### src/rtl/fp16_mul_arbiter_if.sv
// Requester and shared-multiplier bus for fp16_mul_arbiter.
// The slave side is the arbiter; the master side is whoever drives requests
// and models the multiplier.
interface fp16_mul_arbiter_if #(
   parameter int NREQ = 4
);
   logic [NREQ-1:0]      req_valid_50;
   logic [16*NREQ-1:0]   req_x_50;
   logic [16*NREQ-1:0]   req_y_50;
   logic [NREQ-1:0]      req_ready_50;
   logic [15:0]          mul_x_50;
   logic [15:0]          mul_y_50;
   logic [15:0]          mul_z_50;
   logic [NREQ-1:0]      rsp_valid_50;
   logic [15:0]          rsp_data_50;

   modport slave (
      input  req_valid_50, req_x_50, req_y_50, mul_z_50,
      output req_ready_50, mul_x_50, mul_y_50, rsp_valid_50, rsp_data_50
   );

   modport master (
      output req_valid_50, req_x_50, req_y_50, mul_z_50,
      input  req_ready_50, mul_x_50, mul_y_50, rsp_valid_50, rsp_data_50
   );
endinterface

### src/rtl/fp16_mul_arbiter.sv
// Arbiter sharing one pipelined fp16 multiplier (latency LAT) among NREQ
// requesters, with flush/drain sequencing and an issue counter.
// Build option: define FP16_ARB_FIXED_PRIO_EN for fixed priority (requester 0
// highest, no round-robin pointer); default build is round-robin.
//
// state | meaning
// IDLE  | nothing requested; responses of earlier issues may still retire
// RUN   | granting one requester per cycle
// DRAIN | flush seen; no new grants, waiting for the tag pipe to empty
// DONE  | drain complete; flush_done_50 high for this one cycle
module fp16_mul_arbiter #(
   parameter int NREQ = 4,
   parameter int LAT  = 2
) (
   input  logic                 clk_50,
   input  logic                 reset_n_50,
   fp16_mul_arbiter_if.slave    bus,
   input  logic                 flush_50,
   output logic                 busy_50,
   output logic                 flush_done_50,
   output logic [15:0]          issue_cnt_50
);
   localparam int IW = (NREQ > 1) ? $clog2(NREQ) : 1;

   typedef enum logic [1:0] {IDLE, RUN, DRAIN, DONE} state_t;

   state_t          state;
   logic            grant_any;
   logic [IW-1:0]   grant_idx;
   logic            run_ok;
   logic            issue;
   logic [NREQ-1:0] ready;
   logic [LAT-1:0]  tag_v;
   logic [IW-1:0]   tag_id [LAT];
   logic [NREQ-1:0] rsp_onehot;
   logic [NREQ-1:0] rsp_valid;
   logic [15:0]     rsp_data;

`ifdef FP16_ARB_FIXED_PRIO_EN
   // Lowest-numbered valid requester wins (descending scan, last hit kept).
   always_comb begin
      grant_any = 1'b0;
      grant_idx = '0;
      for (int k = NREQ - 1; k >= 0; k--) begin
         if (bus.req_valid_50[k]) begin
            grant_any = 1'b1;
            grant_idx = IW'(k);
         end
      end
   end
`else
   logic [IW-1:0] rr_ptr;

   // First valid requester at or above rr_ptr, wrapping modulo NREQ.
   always_comb begin
      grant_any = 1'b0;
      grant_idx = '0;
      for (int k = NREQ - 1; k >= 0; k--) begin
         if (bus.req_valid_50[(int'(rr_ptr) + k) % NREQ]) begin
            grant_any = 1'b1;
            grant_idx = IW'((int'(rr_ptr) + k) % NREQ);
         end
      end
   end

   // Pointer moves past the winner only when an operation actually issues.
   always_ff @(posedge clk_50 or negedge reset_n_50) begin
      if (!reset_n_50)
         rr_ptr <= '0;
      else if (issue)
         rr_ptr <= (grant_idx == IW'(NREQ - 1)) ? '0 : grant_idx + 1'b1;
   end
`endif

   assign run_ok = (state == RUN) && !flush_50;
   assign issue  = run_ok && grant_any;

   // One-hot grant, only while running and not being flushed.
   always_comb begin
      ready = '0;
      if (issue)
         ready[grant_idx] = 1'b1;
   end

   assign bus.req_ready_50 = ready;
   assign bus.mul_x_50     = issue ? bus.req_x_50[16*grant_idx +: 16] : 16'h0000;
   assign bus.mul_y_50     = issue ? bus.req_y_50[16*grant_idx +: 16] : 16'h0000;

   // Tag pipe tracks which requester owns each multiplier stage.
   always_ff @(posedge clk_50 or negedge reset_n_50) begin
      if (!reset_n_50) begin
         tag_v <= '0;
         for (int i = 0; i < LAT; i++)
            tag_id[i] <= '0;
      end else begin
         tag_v[0]  <= issue;
         tag_id[0] <= grant_idx;
         for (int i = 1; i < LAT; i++) begin
            tag_v[i]  <= tag_v[i-1];
            tag_id[i] <= tag_id[i-1];
         end
      end
   end

   // Decode the owner of the result leaving the multiplier.
   always_comb begin
      rsp_onehot = '0;
      rsp_onehot[tag_id[LAT-1]] = 1'b1;
   end

   // Capture the multiplier result and strobe its owner for one cycle.
   always_ff @(posedge clk_50 or negedge reset_n_50) begin
      if (!reset_n_50) begin
         rsp_valid <= '0;
         rsp_data  <= 16'h0000;
      end else begin
         rsp_valid <= tag_v[LAT-1] ? rsp_onehot : '0;
         if (tag_v[LAT-1])
            rsp_data <= bus.mul_z_50;
      end
   end

   assign bus.rsp_valid_50 = rsp_valid;
   assign bus.rsp_data_50  = rsp_data;

   // Sequencing FSM; flush_done_50 is registered alongside the state.
   always_ff @(posedge clk_50 or negedge reset_n_50) begin
      if (!reset_n_50) begin
         state         <= IDLE;
         flush_done_50 <= 1'b0;
      end else begin
         flush_done_50 <= 1'b0;
         case (state)
            IDLE: begin
               if (flush_50) begin
                  state         <= DONE;
                  flush_done_50 <= 1'b1;
               end else if (|bus.req_valid_50) begin
                  state <= RUN;
               end
            end
            RUN: begin
               if (flush_50)
                  state <= DRAIN;
               else if (!(|bus.req_valid_50) && !(|tag_v))
                  state <= IDLE;
            end
            DRAIN: begin
               if (!(|tag_v)) begin
                  state         <= DONE;
                  flush_done_50 <= 1'b1;
               end
            end
            DONE:    state <= IDLE;
            default: state <= IDLE;
         endcase
      end
   end

   // Free-running count of issued operations, wraps naturally at 16 bits.
   always_ff @(posedge clk_50 or negedge reset_n_50) begin
      if (!reset_n_50)
         issue_cnt_50 <= 16'h0000;
      else if (issue)
         issue_cnt_50 <= issue_cnt_50 + 16'h0001;
   end

   assign busy_50 = (state != IDLE) || (|tag_v) || (|rsp_valid);

endmodule

### src/flat_wrapper.sv
// flat-port wrapper written by rule: the top's interface ports become plain ports
module fp16_mul_arbiter_flat 
#(
   parameter int NREQ = 4,
   parameter int LAT  = 2
)
  (clk_50, reset_n_50, flush_50, busy_50, flush_done_50, issue_cnt_50, bus_req_valid_50, bus_req_x_50, bus_req_y_50, bus_mul_z_50, bus_req_ready_50, bus_mul_x_50, bus_mul_y_50, bus_rsp_valid_50, bus_rsp_data_50);
  fp16_mul_arbiter_if #(.NREQ(NREQ)) bus_i ();
  input  logic clk_50;
  input  logic reset_n_50;
  input  logic flush_50;
  output logic busy_50;
  output logic flush_done_50;
  output logic [15:0] issue_cnt_50;
  input wire logic [$bits(bus_i.req_valid_50)-1:0] bus_req_valid_50;
  input wire logic [$bits(bus_i.req_x_50)-1:0] bus_req_x_50;
  input wire logic [$bits(bus_i.req_y_50)-1:0] bus_req_y_50;
  input wire logic [$bits(bus_i.mul_z_50)-1:0] bus_mul_z_50;
  output wire logic [$bits(bus_i.req_ready_50)-1:0] bus_req_ready_50;
  output wire logic [$bits(bus_i.mul_x_50)-1:0] bus_mul_x_50;
  output wire logic [$bits(bus_i.mul_y_50)-1:0] bus_mul_y_50;
  output wire logic [$bits(bus_i.rsp_valid_50)-1:0] bus_rsp_valid_50;
  output wire logic [$bits(bus_i.rsp_data_50)-1:0] bus_rsp_data_50;
  assign bus_i.req_valid_50 = bus_req_valid_50;
  assign bus_i.req_x_50 = bus_req_x_50;
  assign bus_i.req_y_50 = bus_req_y_50;
  assign bus_i.mul_z_50 = bus_mul_z_50;
  assign bus_req_ready_50 = bus_i.req_ready_50;
  assign bus_mul_x_50 = bus_i.mul_x_50;
  assign bus_mul_y_50 = bus_i.mul_y_50;
  assign bus_rsp_valid_50 = bus_i.rsp_valid_50;
  assign bus_rsp_data_50 = bus_i.rsp_data_50;
  fp16_mul_arbiter #(.NREQ(NREQ), .LAT(LAT)) u_core (.clk_50(clk_50), .reset_n_50(reset_n_50), .bus(bus_i), .flush_50(flush_50), .busy_50(busy_50), .flush_done_50(flush_done_50), .issue_cnt_50(issue_cnt_50));
endmodule
### config.mk
export PLATFORM = sky130hd
export DESIGN_NAME = fp16_mul_arbiter_flat
export DESIGN_NICKNAME = d
export VERILOG_FILES = /design/src/rtl/fp16_mul_arbiter_if.sv /design/src/rtl/fp16_mul_arbiter.sv /design/src/flat_wrapper.sv
export SDC_FILE = /design/constraint.sdc
export NUM_CORES = 1
export LEC_CHECK = 0
export ABC_AREA = 1
export BUFFER_PORTS_ARGS = -buffer_cell sky130_fd_sc_hd__buf_4
export CAP_MARGIN = 20
export CORE_ASPECT_RATIO = 0.9
export CORE_MARGIN = 2
export CORE_UTILIZATION = 45
export DETAILED_ROUTE_END_ITERATION = 7
export PLACE_DENSITY_LB_ADDON = 0.05
export SYNTH_ARGS = -nofsm -noshare
export SYNTH_HDL_FRONTEND = slang
export SYNTH_SLANG_ARGS = --single-unit
### constraint.sdc
create_clock -name clk_50 -period 2.6 [get_ports clk_50]
set_input_delay 0.13 -clock clk_50 [delete_from_list [all_inputs] [get_ports clk_50]]
set_output_delay 0.13 -clock clk_50 [all_outputs]
set_load 0.05 [all_outputs]
# == After elaboration in Yosys (flattened, before gate mapping) ==
# Index checks and enable logic that the tools add are counted.
# word_totals
ff_bits,47
inputBits,151
elab_cells,90
# classes
add_sub_neg,5
n_lt_le_gt_ge,8
eq_ne,7
n_shift,2
muxes,37
n_bitwise,3
reduce_logical,19
# ops
cell,n
64-bit by 7-bit variable part select with 16-bit output,2
16-bit 2-to-1 mux,2
2-bit 2-to-1 mux,10
"16-bit by 1-bit adder with 16-bit output, second input constant",1
1-bit 2-to-1 mux,15
"3-bit by 4-bit < comparator with 1-bit output, second input constant",3
"2-bit by 3-bit < comparator with 1-bit output, second input constant",3
1-bit binary-select mux with 2-bit select,4
4-bit 2-to-1 mux,2
2-bit one-hot mux with 4 select lines,1
2-bit OR reduction,4
4-bit OR reduction,2
"2-bit equality test, second input constant",3
1-bit logical AND,5
"2-bit by 1-bit adder with 2-bit output, second input constant",2
"2-bit adder, second input constant",2
1-bit demux with 2-bit select,2
"2-bit by 1-bit >= comparator with 1-bit output, second input constant",2
"1-bit bitwise AND, first input constant",3
1-bit logical NOT,3
"3-bit by 2-bit != test with 1-bit output, second input constant",1
"3-bit != test, second input constant",1
3-bit AND reduction,1
"2-bit by 1-bit equality test with 1-bit output, second input constant",1
5 further kinds,6

# == Depth between registers and ports, before layout ==
# Gate-level depths: netlist of run 1.
# logic_depth
depth_word,15
ltp_mapped,14

# == Worst setup path after synthesis of run 1 ==
# OpenSTA, ideal clock, no wires.
# synth_path
kind,register -> output
from,reg u_core.rr_ptr[0]
to,out bus_req_ready_50[2]
arrival_ns,2.204
slack_ns,0.266
stages_incl_launch_ff,14
cell_sequence,dfrtp_1 buf_6 o21ai_1 nand2_1 nand3_2 nand2_1 nand2_2 nand2_2 buf_6 buf_6 inv_1 ha_1 inv_1 nor2_1
# synth_between
elab_chain_len,13
# synth_lines
item,line_no,source
from (decl),fp16_mul_arbiter.sv:52,logic [IW-1:0] rr_ptr;
from (signal assigned),fp16_mul_arbiter.sv:71,rr_ptr <= (grant_idx == IW'(NREQ - 1)) ? '0 : grant_idx + 1'b1;
2-bit adder,"fp16_mul_arbiter.sv:59, fp16_mul_arbiter.sv:61",
1-bit binary-select mux with 2-bit select,fp16_mul_arbiter.sv:59,if (bus.req_valid_50[(int'(rr_ptr) + k) % NREQ]) begin
1-bit 2-to-1 mux (not written as such) (2 in series),fp16_mul_arbiter.sv:59,
2-bit 2-to-1 mux (3 in series),fp16_mul_arbiter.sv:59,
2-bit 2-to-1 mux *,fp16_mul_arbiter.sv:59,
named net u_core.grant_idx[0],fp16_mul_arbiter.sv:29,logic [IW-1:0] grant_idx;
2-bit by 3-bit < comparator with 1-bit output (not written as such) or 2-bit by 1-bit >= comparator with 1-bit output (tied branches),fp16_mul_arbiter.sv:82,ready[grant_idx] = 1'b1;
1-bit logical AND (not written as such),fp16_mul_arbiter.sv:82,
1-bit 2-to-1 mux (not written as such),fp16_mul_arbiter.sv:82,
1-bit demux with 2-bit select *,n/a,
4-bit 2-to-1 mux *,fp16_mul_arbiter.sv:81,if (issue)
to (decl),flat_wrapper.sv:19,output wire logic [$bits(bus_i.req_ready_50)-1:0] bus_req_ready_50;
# The timed path passes the listed nets; every way through them passes the cells marked *. The select of a mux whose other input is x is not followed.

# == Final worst setup path of run 1 ==
# layout_path
from,reg u_core.rr_ptr[0]
to,out bus_mul_y_50[8]
# layout_between
elab_chain_len,10
# layout_lines
item,line_no,source
2-bit adder,"fp16_mul_arbiter.sv:59, fp16_mul_arbiter.sv:61",
1-bit binary-select mux with 2-bit select,fp16_mul_arbiter.sv:59,
1-bit 2-to-1 mux (not written as such) (2 in series),fp16_mul_arbiter.sv:59,
2-bit 2-to-1 mux or 1-bit 2-to-1 mux (tied branches) (4 in series),fp16_mul_arbiter.sv:59,
64-bit by 7-bit variable part select with 16-bit output or 1-bit logical AND (tied branches),"fp16_mul_arbiter.sv:87, fp16_mul_arbiter.sv:76",
16-bit 2-to-1 mux *,fp16_mul_arbiter.sv:87,assign bus.mul_y_50 = issue ? bus.req_y_50[16*grant_idx +: 16] : 16'h0000;
to (decl),flat_wrapper.sv:21,output wire logic [$bits(bus_i.mul_y_50)-1:0] bus_mul_y_50;
# Every way passes the cells marked *; elsewhere a longest branch is shown, timed or not. The select of a mux whose other input is x is not followed.

==> impl_metrics.tcl, run 1 <==
set metrics [dict create \
    clk_pin_slew_worst_paths_ns 0.09 \
    io_buffers 224 \
    cts_made_buffers 5 \
    synthTopCellsByCount "nand2_1 (139), inv_1 (120), nand3_1 (105), dfrtp_1 (47), a21oi_1 (34)" \
    viasPerCell 4.96 \
    maxCapViolations 0 \
    wl_microns 12600 \
    leakage_nw 3.38 \
    power.share.sequential_pct 15.3 \
    final_cell_count_no_fill 903 \
    cp.arrival_ns 2.38 \
    initial_core_util_pct 46.9 \
    maxSlewHeadroom_pct 60.7 \
    p_sw_share_pct 56.0 \
    cts_sinks 47 \
    die_y_microns 91.2 \
    crit_path_start_kind "flip-flop" \
    synthToLayoutAreaGrowth_pct 52.9 \
    syn_area_sq_um 3800 \
    outcome "finished clean" \
    io_pins 225 \
    root_buffer "clkbuf_8" \
    synthCells 585 \
    crit_type "flip-flop to primary output" \
    antenna_found_initial 0 \
    place.gp.congestion 0.961 \
    ys_warn_count 0 \
    comb_power_share_pct 77.5 \
    required_ns 2.47 \
    end_kind "primary output" \
    grt_max_degree 48 \
    synth_area_per_cell_sq_um 6.50 \
    total_power_mw 7.84 \
    power_density_nw_per_um2 1350 \
    grt_util_all_layers_pct 26.4 \
    slew_violations 0 \
    syn-num-nets 741 \
    finalNetCount 959 \
    dp_cells 885 \
    gr-usage-met2_pct 45.3 \
    cellInternalPower_mw 3.45 \
    ir_worst_vdd_mv 0.928 \
    synthDistinctLibCells 29 \
    fp.dieW_microns 101 \
    drt_iter0_drc 176 \
    die_area_sq_um 9200 \
    fmax_mhz 398 \
    finClkSkew_ns 0.00628 \
    dp_hpwl_microns 9500 \
    ys.flop_type "dfrtp_1" \
    met3_usage_pct 4.39 \
    insertion_delay_ns 0.29 \
    yosys.area.top_type "dfrtp_1" \
    synth_top_area_share_pct 30.9 \
    final-setup-viol-count 0 \
    switching_power_mw 4.39 \
    hp-class "input port to flip-flop" \
    synth_edf_count 0 \
    drive_above_1_share_pct 34.6 \
    firstDrtPassIters 5 \
    diodes 0 \
    synth.most_common_cell "nand2_1" \
    htree_num_levels 2 \
    yosys_register_bits 47 \
    clockPowerShare_pct 7.1 \
    core_area_sq_um 8110 \
    preCtsSetupSlack_ns 0.155 \
    row_count 31 \
    hold_viol_final 0 \
    min_period_ns 2.51 \
    cts_tree "built" \
    yosysSeqAreaShare_pct 30.9 \
    drc 0 \
    cp_max_fo 16 \
    fin_crit_sh_pct 96.7 \
    antenna_left 0 \
    yosys-top-cells-area "dfrtp_1 (31%), nand3_1 (14%), nand2_1 (14%)" \
    clockBufferDepth 2 \
    wl_per_cell_microns 13.9 \
    worst_slew_pin_slew_ns 0.590 \
    vias 4477 \
    use_met1_pct 34.1 \
    grt_pass1_vias 4317 \
    grt-ovfl-total 0 \
    grt_first_pass_wirelength_microns 20000 \
    finish.utilization_pct 71.7 \
    async_reset_ff_share_pct 100 \
    grt_most_used_layer "met2" \
    fin_ws_ns 0.0854 \
    rsz0062_at_grt "true" \
]
-- power by group through the flow --
stage | combinational [mW] | sequential [mW] | clock (mW)
final | 6.08 | 1.20 | 0.560
after global routing | 6.62 | 1.24 | 0.598
after CTS | 5.56 | 1.21 | 0.575
after detailed placement | 5.51 | 1.22 | 0
after global placement | 5.45 | 1.21 | 0
after floorplan | 3.59 | 1.78 | 0
-- layout make-up --
type                    instances  area [sq um]
multi-input cells             381          2000
clock buffers                   6          82.6
well taps                      99           124
inverters                     121           454
flip-flops and latches         47          1180
repair buffers                247          1940
fillers                       687          2290
clock inverters                 2          38.8
-- sequential cells by signal, indices dropped and copies added, names as in the netlist --
| register | cells |
|---|---|
| u_core.flush_done_50 | 1 |
| u_core.bus.rsp_valid_50 | 4 |
| u_core.rr_ptr | 2 |
| u_core.tag_id | 4 |
| u_core.issue_cnt_50 | 16 |
| u_core.state | 2 |
| u_core.tag_v | 2 |
| u_core.bus.rsp_data_50 | 16 |
-- layout by cell type, fill, tap and decap left out, types with 7 or more instances in the layout --
cell type  Yosys  final
nand3b_1      32     32
nand2_2       10      9
buf_4          3    237
inv_1        120    120
nand3_1      105    105
nor2_1        11     11
dfrtp_1       47     46
nand2_1      139    138
nor3_1         7      7
xnor2_1        9      9
a21oi_1       34     32
-- metal layers --
layer	wire length, microns	vias to the layer above
met5	0	-
met4	255	0
met3	867	20
met2	6320	172
met1	5140	2030
li1	-	2255
-- final timing paths --
kind | start | slack, ns | depth (start not counted) | end
max | u_core.rr_ptr[0] | 0.09 | 10 | bus_mul_y_50[8]
min | bus_mul_z_50[4] | 0.03 | 3 | u_core.bus.rsp_data_50[4]
max reg2reg | u_core.rr_ptr[0] | 0.60 | 11 | u_core.rr_ptr[1]
min reg2reg | u_core.tag_id[3] | 0.35 | 0 | u_core.tag_id[1]
max in group asynchronous | reset_n_50 | 1.79 | 2 | u_core.rr_ptr[0]
min in group asynchronous | reset_n_50 | 0.38 | 2 | u_core.bus.rsp_data_50[1]
-- timing repair --
item / in CTS / in global routing
hold buffers: 1 / 0
resized for setup: 3 / 12
setup buffers: 0 / 7
endpoints found under the hold margin: 47 / 0
pin swaps: 0 / 2
endpoints found under the setup margin: 28 / 33
gates cloned: 0 / 2
-- cells by family after synthesis --
group | count (synthesis) | share of synthesized area, %
and+or+nand+nor | 316 | 39.9
buffers and inverters | 157 | 17.6
DFF | 47 | 30.9
AOI/OAI and AO/OA | 45 | 6.45
xor gates and xnor gates | 15 | 3.46
adders and majority gates | 5 | 1.65
-- worst max-delay path, cell delays in order (launching register included) --
cell and delay, ns:
dfrtp_2 0.46, buf_2 0.19, o21ai_2 0.17, nand2_1 0.11, nand3_1 0.13, nor2_2 0.07, o21ai_4 0.20, buf_6 0.21
nand3_1 0.14, a21oi_1 0.18, buf_4 0.22
-- through the flow --
step,instance area [sq um],setup TNS (ns),hold WS [ns]
after CTS,5650,0,0.0202
after global placement,5510,0,0.164
after detailed placement,5510,0,0.169
after global routing,5810,-0.0284,0.0317
after floorplan,3800,0,-0.166
final,5810,0,0.0301
Power figures use the tool's default switching activity.
==> run 2: changes to the inputs <==
ABC_AREA = unset   (was 1)
CORE_UTILIZATION = 40   (was 45)
==> run 2 against run 1 <==
Clock skew increased by 0.00081 ns. Worst hold slack improved by 0.032 ns. Synthesized cell count decreased by 55%. Die area decreased by 14%. Clock power decreased by 26%. Utilization decreased by 4.4 points. Combinational power decreased by 54%. Sequential power about the same. Critical path type unchanged. Critical endpoint is now bus_mul_x_50[15]. Largest power group unchanged.
==> impl_metrics.tcl, run 2 <==
set metrics [dict create \
    cp_max_fo 45 \
    slowest_stage "dfrtp_1" \
    io_buffers 224 \
    initial_core_util_pct 41.2 \
    grt_most_used_layer "met2" \
    leakage_nw 2.48 \
    grt_pass1_vias 2965 \
    fp.dieW_microns 93.8 \
    synth_top_area_share_pct 40.6 \
    syn_area_sq_um 2900 \
    ys_warn_count 0 \
    path_cells "a21o_1 > a21oi_1 > o22a_4 > buf_12 > mux2i_1 > o22ai_1 > buf_4" \
    ir_worst_vdd_mv 0.714 \
    crit_type "flip-flop to primary output" \
    maxCapViolations 0 \
    vias 2901 \
    whs_path_depth 2 \
    maxSlewHeadroom_pct 46.5 \
    place.gp.congestion 0.807 \
    startpoint "u_core.rr_ptr[1]" \
    synth_area_per_cell_sq_um 11.0 \
    dp_cells 568 \
    required_ns 2.47 \
    layout.cells.most_common "buf_4" \
    finalNetCount 639 \
    yosys.area.top_type "dfrtp_1" \
    diodes 0 \
    io_pins 225 \
    htree_num_levels 2 \
    firstDrtPassIters 5 \
    yosys-top-cells-area "dfrtp_1 (41%), mux2i_1 (23%), o22ai_1 (7.1%)" \
    synthTopCellsByCount "mux2i_1 (66), dfrtp_1 (47), o22ai_1 (33), mux2_2 (18), xnor2_1 (12)" \
    rr_worst_depth 6 \
    final_cell_mix "buf_4 (228), mux2i_1 (66), dfrtp_1 (47), o22ai_1 (33), mux2_2 (18)" \
    clk_pin_slew_worst_paths_ns 0.08 \
    die_y_microns 84.8 \
    use_met1_pct 26.3 \
    synthDistinctLibCells 33 \
    row_count 29 \
    met3_usage_pct 5.66 \
    fin_crit_sh_pct 90.0 \
    core_area_sq_um 7040 \
    post_dp_cell_area_sq_um 4660 \
    worstHoldStart "bus_mul_z_50[8]" \
    worst_slew_pin_slew_ns 0.802 \
    cts_resized 0 \
    hold_viol_final 0 \
    r2r_setup_slack_ns 0.66 \
    viasPerCell 5.05 \
    hp-class "input port to flip-flop" \
    crit_path_start_kind "flip-flop" \
    grt-ovfl-total 0 \
    rsz0062_at_grt "false" \
    cp.arrival_ns 2.21 \
    fin_setup_tns_ns 0 \
    dp_hpwl_microns 7350 \
    drive_above_1_share_pct 53.9 \
    drt_iter0_drc 112 \
    yosysSeqAreaShare_pct 40.6 \
    clockBufferDepth 2 \
    fillCellCount 587 \
    syn-num-nets 419 \
    ys.flop_type "dfrtp_1" \
    slew_violations 0 \
    hold_end "u_core.bus.rsp_data_50[8]" \
    wl_per_cell_microns 15.8 \
    gr-usage-met2_pct 39.0 \
    async_reset_ff_share_pct 100 \
    grt_util_all_layers_pct 21.9 \
    yosys_register_bits 47 \
    insertion_delay_ns 0.30 \
    root_buffer "clkbuf_8" \
    r2r_end "u_core.rr_ptr[1]" \
    worstPathBufferInverterCount 2 \
    cp_top_family "compound AO/OA/AOI/OAI gates" \
    wl_microns 9080 \
    final_cell_area_sq_um 4740 \
    cts_made_buffers 5 \
    finClkSkew_ns 0.00709 \
    fmax_mhz 427 \
    synth.most_common_cell "mux2i_1" \
    die_area_sq_um 7950 \
    final_cell_count_no_fill 575 \
    grt_first_pass_wirelength_microns 13800 \
    outcome "finished clean" \
    min_period_ns 2.34 \
    timing.rr.start "u_core.rr_ptr[1]" \
    cpPeakStageDelay_ns 0.44 \
    power_density_nw_per_um2 923 \
    grt_max_degree 48 \
    cts_tree "built" \
    synth_edf_count 0 \
    synthToLayoutAreaGrowth_pct 63.5 \
    finish.utilization_pct 67.4 \
    end_kind "primary output" \
    antenna_left 0 \
    total_power_mw 4.38 \
    synthCells 263 \
    cts_sinks 47 \
    antenna_found_initial 0 \
    final-setup-viol-count 0 \
    drc 0 \
]
-- run 2: worst max-delay path by stage --
| stage | slack (ns) | cells after the start | to |
|---|---|---|---|
| 2_1_floorplan | 0.32 | 8 | bus_mul_x_50[10] |
| 3_3_place_gp | 0.58 | 7 | bus_mul_x_50[15] |
| 3_5_place_dp | 0.57 | 8 | bus_req_ready_50[0] |
| 4_1_cts | 0.24 | 8 | bus_req_ready_50[0] |
| 5_1_grt | 0.05 | 7 | bus_mul_x_50[4] |
| 6_report | 0.26 | 7 | bus_mul_x_50[15] |
-- run 2: layout make-up --
cell class | instances | area (sq um) | area share [%]
timing repair buffer | 231 | 1760 | 37.2
multi-input combinational | 192 | 1590 | 33.5
sequential | 47 | 1180 | 24.8
tap | 93 | 116 | 2.45
clock buffer | 5 | 68.8 | 1.45
inverter | 6 | 22.5 | 0.475
clock inverter | 1 | 7.51 | 0.158
-- run 2: layer usage --
metal	vias to the layer above	share of wire [%]
met3	9	7.6
li1	1403	-
met5	-	0
met2	120	53
met1	1369	38
met4	0	1.1
-- run 2: kinds of logic (layout without fill, tap and decap cells) --
logic type,count (synthesis),in the layout,synth area share (%)
compound gates,42,42,9.15
buf+inv,24,243,4.96
xor+xnor,15,15,4.53
mux,84,84,29.8
fa+ha+maj,5,5,2.16
flops,47,47,40.6
simple gates,46,46,8.89
-- run 2: report_power, final --
group | leakage, nW | switching, mW | internal, mW | total, mW
clock | 0.0361 | 0.234 | 0.179 | 0.413
sequential | 0.596 | 0.210 | 0.971 | 1.18
combinational | 1.84 | 1.70 | 1.08 | 2.78
total | 2.48 | 2.15 | 2.23 | 4.38
-- run 2: per-stage QoR --
stage	hold slack, ns	setup slack [ns]
5_1_grt	0.0446	0.0534
3_3_place_gp	0.173	0.582
2_1_floorplan	-0.166	0.325
6_report	0.0620	0.260
3_5_place_dp	0.173	0.574
4_1_cts	0.0509	0.244
-- run 2: timing repair --
| action | in CTS | in global routing |
|---|---|---|
| endpoints found under the hold margin | 47 | 0 |
| setup buffers | 0 | 0 |
| hold buffers | 1 | 0 |
==> run 3: changes to the inputs <==
HOLD_SLACK_MARGIN = 0.05   (was unset)
REMOVE_ABC_BUFFERS = 1   (was unset)
==> run 3 against run 2 <==
Register-to-register slack better by 0.05 ns. Clock skew decreased by 0.0043 ns. Critical path depth did not move. Combinational power is 3% higher. Power is 4.3% higher. Final area up 1.9%. Routed wire length rose by 1.4%. Count of clock-buffer cells in the layout stayed put. Global-route usage rose by 0.50 points. First-iteration DRC count down 31%. Largest cell class unchanged. Largest power group unchanged. Highest routed layer unchanged.
==> impl_metrics.tcl, run 3 (synthesis gave the netlist of run 2 again) <==
set metrics [dict create \
    diodes 0 \
    crit_path_start_kind "flip-flop" \
    antenna_left 0 \
    place.gp.congestion 0.809 \
    row_count 29 \
    fmax_mhz 413 \
    dp_hpwl_microns 7310 \
    viasPerCell 4.98 \
    finalNetCount 643 \
    initial_core_util_pct 41.2 \
    cts_made_buffers 5 \
    final-setup-viol-count 0 \
    grt_pass1_vias 2910 \
    fin_ws_ns 0.181 \
    grt_max_degree 48 \
    grt_util_all_layers_pct 22.4 \
    power_density_nw_per_um2 945 \
    crit_type "flip-flop to primary output" \
    maxCapViolations 0 \
    cts_sinks 47 \
    slew_violations 0 \
    fp.dieW_microns 93.8 \
    clk_pin_slew_worst_paths_ns 0.09 \
    worstPathBufferInverterCount 2 \
    r2r_setup_slack_ns 0.71 \
    root_buffer "clkbuf_8" \
    fin_crit_sh_pct 93.0 \
    rsz0062_at_grt "false" \
    io_buffers 224 \
    cts_tree "built" \
    synthToLayoutAreaGrowth_pct 66.7 \
    die_y_microns 84.8 \
    io_pins 225 \
    finClkSkew_ns 0.00280 \
    vias 2893 \
    layout.cells.most_common "buf_4" \
    leakage_nw 2.53 \
    cp.arrival_ns 2.29 \
    slowest_stage "dfrtp_1" \
    total_power_mw 4.57 \
    hold_viol_final 0 \
    drt_iter0_drc 77 \
    die_area_sq_um 7950 \
    ir_worst_vdd_mv 0.764 \
    insertion_delay_ns 0.29 \
    wl_microns 9200 \
    cp_top_family "compound AO/OA/AOI/OAI gates" \
    path_cells "a21o_1 > a21oi_1 > o22a_4 > buf_4 > mux2i_1 > o22ai_1 > buf_4" \
    firstDrtPassIters 4 \
    worst_slew_pin_slew_ns 0.775 \
    grt_first_pass_wirelength_microns 14100 \
    maxSlewHeadroom_pct 48.3 \
    hp-class "input port to flip-flop" \
    antenna_found_initial 0 \
    end_kind "primary output" \
    wl_per_cell_microns 15.8 \
    core_area_sq_um 7040 \
    crit_top_cell "buf_4" \
    clockBufferDepth 2 \
    cp_max_fo 8 \
    outcome "finished clean" \
    final_cell_mix "buf_4 (230), mux2i_1 (66), dfrtp_1 (47), o22ai_1 (33), mux2_2 (18)" \
    min_period_ns 2.42 \
    preCtsSetupSlack_ns 0.429 \
    drive_above_1_share_pct 54.5 \
    htree_num_levels 2 \
    drc 0 \
    cpPeakStageDelay_ns 0.47 \
    required_ns 2.47 \
    grt-ovfl-total 0 \
]
-- run 3: cell types whose count changed in the layout (fill, tap and decap cells not counted) --
cell,delta
nand2_2,-2
clkinv_4,+1
o22a_2,+1
nand2_4,+2
clkinvlp_4,-1
clkinv_2,+1
bufinv_16,+1
buf_12,+1
buf_4,+2
-- run 3: where the power goes --
part,internal (mW),leakage [nW],total [mW],switching (mW)
Combinational,1.12,1.88,2.86,1.74
Sequential,0.971,0.596,1.18,0.208
Clock,0.286,0.0581,0.526,0.240
-- run 3: final cells by class --
class	instances	area [sq um]
clock buffer	5	68.8
clock inverter	3	43.8
fill	589	2210
inverter	6	22.5
multi-input combinational	193	1610
sequential	47	1180
tap	93	116
timing repair buffer	234	1800
-- run 3: timing repair --
item / CTS / global route
hold buffers: 1 / 0
gates resized for setup: 0 / 2
buffers inserted: 0 / 3
endpoints found under the hold margin: 47 / 0
endpoints found under the setup margin: 0 / 16
-- run 3: per-stage QoR --
stage	TNS [ns]	cell area, sq um	instances	utilization [%]	hold slack, ns
global route	0	4830	581	68.7	0.0528
CTS	0	4790	577	68.1	0.0592
floorplan	-54.31	2780	245	-	-0.166
finish	0	4830	581	68.7	0.0663
detailed placement	0	4670	568	66.3	0.166
global placement	0	4670	568	66.3	0.169
-- run 3: worst paths after layout --
check	startpoint	to	cells after the start
worst min-delay path	bus_mul_z_50[3]	u_core.bus.rsp_data_50[3]	2
min in group asynchronous	reset_n_50	u_core.issue_cnt_50[14]	2
max in group asynchronous	reset_n_50	u_core.bus.rsp_data_50[14]	2
worst min register to register	u_core.tag_id[2]	u_core.tag_id[0]	0
worst max register to register	u_core.rr_ptr[1]	u_core.rr_ptr[1]	6
worst max-delay path	u_core.rr_ptr[1]	bus_mul_y_50[13]	7
-- run 3: routing by layer --
layer / global-route usage (%) / up-vias / part of all wire (%)
met3: 6.19 / 12 / 6.8
met5: 0 / - / 0
met2: 39.0 / 118 / 52
met1: 27.9 / 1345 / 40
met4: 4.08 / 0 / 1.2
li1: - / 1418 / -
